[config.mk]
export PLATFORM = sky130hd
export DESIGN_NAME = mem_client_arbiter
export DESIGN_NICKNAME = d
export VERILOG_FILES = /design/src/rtl/mem_client_arbiter.sv
export SDC_FILE = /design/constraint.sdc
export NUM_CORES = 1
export LEC_CHECK = 0
export ABC_AREA = 1
export CORE_AREA = 2 2 138 140
export CTS_CLUSTER_SIZE = 14
export DETAILED_ROUTE_END_ITERATION = 10
export DIE_AREA = 0 0 140 142
export GPL_TIMING_DRIVEN = 0
export SLEW_MARGIN = 30
export SYNTH_ARGS = -nofsm -noshare
export SYNTH_HDL_FRONTEND = slang
export SYNTH_SLANG_ARGS = --single-unit
[constraint.sdc]
create_clock -name clk -period 3.55 [get_ports clk]
set_input_delay 0.5325 -clock clk [delete_from_list [all_inputs] [get_ports clk]]
set_output_delay 0.5325 -clock clk [all_outputs]
set_load 0.02 [all_outputs]
[src/rtl/mem_client_arbiter.sv]
// Two-client round-robin arbiter onto one memory server port.
// Requests are registered once; responses route back by an opaque source bit.
module mem_client_arbiter #(
  parameter int unsigned p_opaq_bits       = 8,
  parameter int unsigned p_max_outstanding = 4
) (
  input  logic                   clk,
  input  logic                   rst,

  input  logic                   c0_req_val,
  output logic                   c0_req_rdy,
  input  logic [p_opaq_bits+64:0] c0_req_msg,
  output logic                   c0_resp_val,
  input  logic                   c0_resp_rdy,
  output logic [p_opaq_bits+32:0] c0_resp_msg,

  input  logic                   c1_req_val,
  output logic                   c1_req_rdy,
  input  logic [p_opaq_bits+64:0] c1_req_msg,
  output logic                   c1_resp_val,
  input  logic                   c1_resp_rdy,
  output logic [p_opaq_bits+32:0] c1_resp_msg,

  output logic                   s_req_val,
  input  logic                   s_req_rdy,
  output logic [p_opaq_bits+65:0] s_req_msg,
  input  logic                   s_resp_val,
  output logic                   s_resp_rdy,
  input  logic [p_opaq_bits+33:0] s_resp_msg
);

  localparam int unsigned CQ = p_opaq_bits + 65;
  localparam int unsigned SQ = p_opaq_bits + 66;
  localparam int unsigned CP = p_opaq_bits + 33;
  localparam int unsigned SP = p_opaq_bits + 34;
  localparam int unsigned CW = $clog2(p_max_outstanding) + 1;
  localparam logic [CW-1:0] MAX = CW'(p_max_outstanding);

  logic          val_q, val_d;
  logic [SQ-1:0] msg_q, msg_d;
  logic          prio_q, prio_d;
  logic [CW-1:0] cnt0_q, cnt0_d;
  logic [CW-1:0] cnt1_q, cnt1_d;

  logic can_acc;
  logic el0, el1;
  logic g0, g1;
  logic acc0, acc1;
  logic dec0, dec1;
  logic k;
  logic [CP-1:0] rmsg;

  // Source bit sits just below op, i.e. as the MSB of the server opaque.
  function automatic logic [SQ-1:0] tag(
    input logic          src,
    input logic [CQ-1:0] m
  );
    return {m[CQ-1], src, m[CQ-2:0]};
  endfunction

  always_comb begin
    can_acc = !val_q || s_req_rdy;
    el0 = c0_req_val && (cnt0_q < MAX);
    el1 = c1_req_val && (cnt1_q < MAX);
    g0 = el0 && (!prio_q || !el1);
    g1 = el1 && (prio_q || !el0);
    c0_req_rdy = can_acc && g0 && !rst;
    c1_req_rdy = can_acc && g1 && !rst;
    acc0 = c0_req_val && c0_req_rdy;
    acc1 = c1_req_val && c1_req_rdy;
  end

  always_comb begin
    k = s_resp_msg[SP-2];
    rmsg = {s_resp_msg[SP-1], s_resp_msg[SP-3:0]};
    c0_resp_val = s_resp_val && !k;
    c1_resp_val = s_resp_val && k;
    c0_resp_msg = rmsg;
    c1_resp_msg = rmsg;
    s_resp_rdy = k ? c1_resp_rdy : c0_resp_rdy;
    dec0 = c0_resp_val && c0_resp_rdy;
    dec1 = c1_resp_val && c1_resp_rdy;
  end

  always_comb begin
    val_d  = val_q;
    msg_d  = msg_q;
    prio_d = prio_q;
    if (can_acc) begin
      val_d = acc0 || acc1;
      if (acc0) begin
        msg_d  = tag(1'b0, c0_req_msg);
        prio_d = 1'b1;
      end else if (acc1) begin
        msg_d  = tag(1'b1, c1_req_msg);
        prio_d = 1'b0;
      end
    end
  end

  // A response against an empty counter never underflows it.
  always_comb begin
    cnt0_d = cnt0_q;
    if (acc0 && !dec0)
      cnt0_d = cnt0_q + 1'b1;
    else if (!acc0 && dec0 && cnt0_q != '0)
      cnt0_d = cnt0_q - 1'b1;
    cnt1_d = cnt1_q;
    if (acc1 && !dec1)
      cnt1_d = cnt1_q + 1'b1;
    else if (!acc1 && dec1 && cnt1_q != '0)
      cnt1_d = cnt1_q - 1'b1;
  end

  always_ff @(posedge clk) begin
    if (rst) begin
      val_q  <= 1'b0;
      msg_q  <= '0;
      prio_q <= 1'b0;
      cnt0_q <= '0;
      cnt1_q <= '0;
    end else begin
      val_q  <= val_d;
      msg_q  <= msg_d;
      prio_q <= prio_d;
      cnt0_q <= cnt0_d;
      cnt1_q <= cnt1_d;
    end
  end

  assign s_req_val = val_q;
  assign s_req_msg = msg_q;

`ifndef SYNTHESIS
  always_ff @(posedge clk) begin
    if (!rst) begin
      assert (!(dec0 && cnt0_q == '0))
        else $error("client 0 response with no request outstanding");
      assert (!(dec1 && cnt1_q == '0))
        else $error("client 1 response with no request outstanding");
    end
  end
`endif

endmodule

Word-level counts from Yosys, hierarchy flattened --
Index checks and enable logic that the tools add are counted.
Cells by class: shifts and indexed selects 0, mux-type cells 9, add/subtract/negate cells 4, equality and inequality tests 0, multipliers 0, magnitude comparators 2, bitwise operators 0, reduce and logical (&&, ||, !) cells 40, divide/modulo/power cells 0
Operators by type and width (count):
- $mux 74 | 2
- $logic_and 1x1->1 | 20
- $mux 3 | 4
- $logic_not 1->1 | 10
- $add 3x1->3 const B | 2
- $lt 3x3->1 const B | 2
- $reduce_bool 2->1 | 3
- $reduce_bool 3->1 | 2
- $sub 3x1->3 const B | 2
- $logic_or 1x1->1 | 4
- $mux 1 | 3
- $reduce_and 2->1 | 1
Storage, ports and cells: bits in registers 82, bits of input ports 196, memories kept 0, word-level logic and storage cells 60, bits in latches 0, bits in writable memories 0, ROM bits 0, output and inout port bits 162

Depth between registers and ports, before layout --
depth in word-level cells 13, gate-level depth with buffers 10, depth with buffers taken out 10

Worst setup path after synthesis --
OpenSTA, ideal clock, no wires.
path kind in2out, start point input s_req_rdy, end point output c0_req_rdy, setup slack 1813 ps, path buffers 1, stages on the path 5, required time 3017 ps, data arrival time 1205 ps, cells stage by stage inv_1 > a21oi_2 > nand3_2 > inv_2 > buf_2
Between the ends: cells in the longest elaborated chain, start to end 3
RTL lines:
- start, declared | line 25 | input logic s_req_rdy,
- $logic_or 1x1->1 | line 62 | can_acc = !val_q || s_req_rdy;
- $logic_and 1x1->1 (2 in a row) | line 67 | c0_req_rdy = can_acc && g0 && !rst;
- end, declared | line 11 | output logic c0_req_rdy,
Every way passes these cells.

Worst setup path after layout --
start point input rst, end point output c0_req_rdy
Between the ends: cells in the longest elaborated chain, start to end 2
RTL lines:
- start, declared | line 8 | input logic rst,
- $logic_not 1->1 | line 67
- $logic_and 1x1->1 | line 67
Every way passes these cells.

==> results.yml <==
clock_tree:
  clk_latency_ps: 340
  cts_hold_buf: 0
  clkTransAtPathRegs_ps: 60
  cts_buffer_depth: 2
  cts_tree: "yes"
  htreeDepth: 3
  post_cts_buffers: 0
  cts.sinks: 82
  cts_buffers: 9
  cts_resized: 0
  clockRootBuffer: "clkbuf_16"
sta:
  fin_setup_tns_ps: 0
  hold_ws_ps: 500
  rsz0062_at_grt: "false"
  finalSetupViolCount: 0
  maxSlewHeadroom_pct: 60.5
  fmaxAchievable_mhz: 325
  fin_crit_ps: 3080
  drv_slew: 0
  worstMarginPinSlew_ps: 593
  timing.final.crit_share_pct: 86.7
  finalHoldViolations: 0
  fin_skew_ps: 7.63
setup_path:
  r2r-start: "s_req_val$_SDFFE_PP0N_"
  rr_worst_depth: 7
  r2r_end: "s_req_msg[45]$_SDFFE_PP0P_"
  crit_fanout: 10
  start_kind: "primary input"
  end_kind: "output port"
  critPathKind: "in -> out"
  r2r_setup_slack_ps: 1880
  worstPathRequired_ps: 3020
  arrival_ps: 2550
synth:
  yosysTopAreaCellShare_pct: 36.0
  synth_edf_count: 0
  async_flop_share_pct: 0
  synth_cells: 713
  syn-num-nets: 911
  ys_ff_latch: 82
  ys_dominant_reg_cell: "dfxtp_1"
  yosys-top-cells-area: "dfxtp_1, nand2_1, buf_4, nor2_1, o21ai_0"
  synth_cell_types: 23
  seq_area_frac_synth_pct: 36.0
  netlist_area_um2: 4560
  yosysTopAreaCell: "dfxtp_1"
  syn_area_per_cell_um2: 6.40
  synth.most_common_cell: "nand2_1"
  yosys_warnings: 0
  synthTopCellsByCount: "nand2_1, nor2_1, buf_4"
hold_path:
  worstHoldEndpoint: "prio_q$_SDFFE_PP0P_"
  holdPathStages: 2
  hold_path.class: "reg -> reg"
  min-delay-start: "prio_q$_SDFFE_PP0P_"
placement:
  portBuffers: 316
  gp_congestion: 0.727
  hpwlAfterDp_mm: 13.7
routing:
  ant_nets: 0
  first_pass_iters: 10
  wl_mm: 17.4
  drc: 24
  vias_per_cell: 4.14
  wire_per_inst_um: 13.6
  num_vias: 5294
  drt_iter0_markers: 179
floorplanning:
  fp-row-count: 50
  die_x_um: 140
  die_h_um: 142
  die_area_um2: 19900
  core_um2: 18500
  start_util_pct: 24.7
  num_io_pins: 358
power:
  vdd_drop_max_v: 0.000209
  power.density_nw_per_um2: 432
  leakagePower_uw: 0.00373
cells_and_area:
  drive_gt1_share_pct: 12.2
  area_growth_pct: 82.0
  antennaDiodeCount: 0
  multi_input_area_um2: 2040
  n_fill_cell: 1930
  seqCellArea_um2: 1640
  final_nets: 1238
grt:
  grt_max_degree: 13
  grt_usage_pct: 17.0
  antenna_found_initial: 0
  grt.overflow.total: 0
  grt_pass1_wl_mm: 26.6
  grt_pass1_vias: 5055
flow_run:
  drv_cap: 0
run_status:
  status: "finished with violations"
  failed_checks: "design-rule violations"
## registers in the layout, summed over array words and instances, names as in the netlist
| name | count |
|---|---|
| s_req_msg | 74 |
| cnt0_q | 3 |
| cnt1_q | 3 |
| prio_q | 1 |
| s_req_val | 1 |
## cell families after synthesis
group,after synthesis,synth area share (%)
buffers and inverters,135,19.4
and+or+nand+nor,411,34.4
DFF,82,36.0
AOI/OAI and AO/OA,83,9.30
adders and majority gates,2,0.877
## how the worst max path moves through the flow
stage,startpoint,end,slack (ps),cells past startpoint
floorplan,s_req_rdy,c0_req_rdy,1810,5
global placement,rst,c0_req_rdy,470,6
detailed placement,rst,c0_req_rdy,440,6
CTS,rst,c0_req_rdy,430,6
global route,rst,c0_req_rdy,300,6
finish,rst,c0_req_rdy,470,6
## stage by stage
| stage | utilization, % | worst slack (ps) | cell area (um^2) | total power (uW) | std cells |
|---|---|---|---|---|---|
| 3_5_place_dp | 43.5 | 436 | 8020 | 2720 | 1263 |
| 2_1_floorplan | - | 1810 | 4560 | 1980 | 713 |
| 3_3_place_gp | 43.5 | 467 | 8020 | 2710 | 1263 |
| 6_report | 45.0 | 472 | 8300 | 3580 | 1279 |
| 5_1_grt | 45.0 | 304 | 8300 | 3820 | 1279 |
| 4_1_cts | 45.0 | 427 | 8300 | 3640 | 1279 |
## critical path: stages
cell and delay (ps):
clkdlybuf4s50_1 530, a21oi_2 270, nand3_2 240, inv_2 120
buf_2 210, clkdlybuf4s50_1 640
## placed cells by master, fill, tap and decap left out
| cell | instances |
|---|---|
| buf_2 | 14 |
| o211ai_1 | 1 |
| clkbuf_16 | 9 |
| o21ai_1 | 21 |
| nand4_1 | 2 |
| o21ai_0 | 54 |
| inv_2 | 2 |
| a21oi_1 | 5 |
| o31ai_1 | 1 |
| clkbuf_8 | 3 |
| nand2_2 | 1 |
| clkbuf_1 | 14 |
| nand3_1 | 5 |
| nand3_2 | 1 |
| inv_1 | 12 |
| nand2_1 | 239 |
| nor2_1 | 160 |
| clkbuf_2 | 1 |
| fa_1 | 2 |
| dfxtp_1 | 82 |
| buf_4 | 92 |
| clkdlybuf4s50_1 | 316 |
| nor3_1 | 1 |
| clkinv_2 | 2 |
| buf_6 | 2 |
| a21oi_2 | 1 |
| nand3b_1 | 2 |
## per-layer routing
layer | up-vias | GRT usage (%) | routed length [um]
li1 | 2776 | - | -
met1 | 2301 | 19.7 | 6920
met2 | 203 | 30.5 | 8700
met3 | 14 | 4.88 | 1530
met4 | 0 | 5.32 | 230
met5 | - | 0 | 0
## report_power, final
group	switching, uW	internal [uW]
clock network	369	530
registers	86.7	1080
logic	776	741
## cell type report
class | instances | area share (%)
Tap cell | 234 | 3.53
Clock buffer | 14 | 3.30
Inverter | 14 | 0.633
Sequential cell | 82 | 19.8
Buffer | 121 | 10.0
Multi-Input combinational cell | 496 | 24.5
Timing Repair Buffer | 316 | 38.1
Clock inverter | 2 | 0.121
No activity file was read; power rests on OpenSTA's default activity.
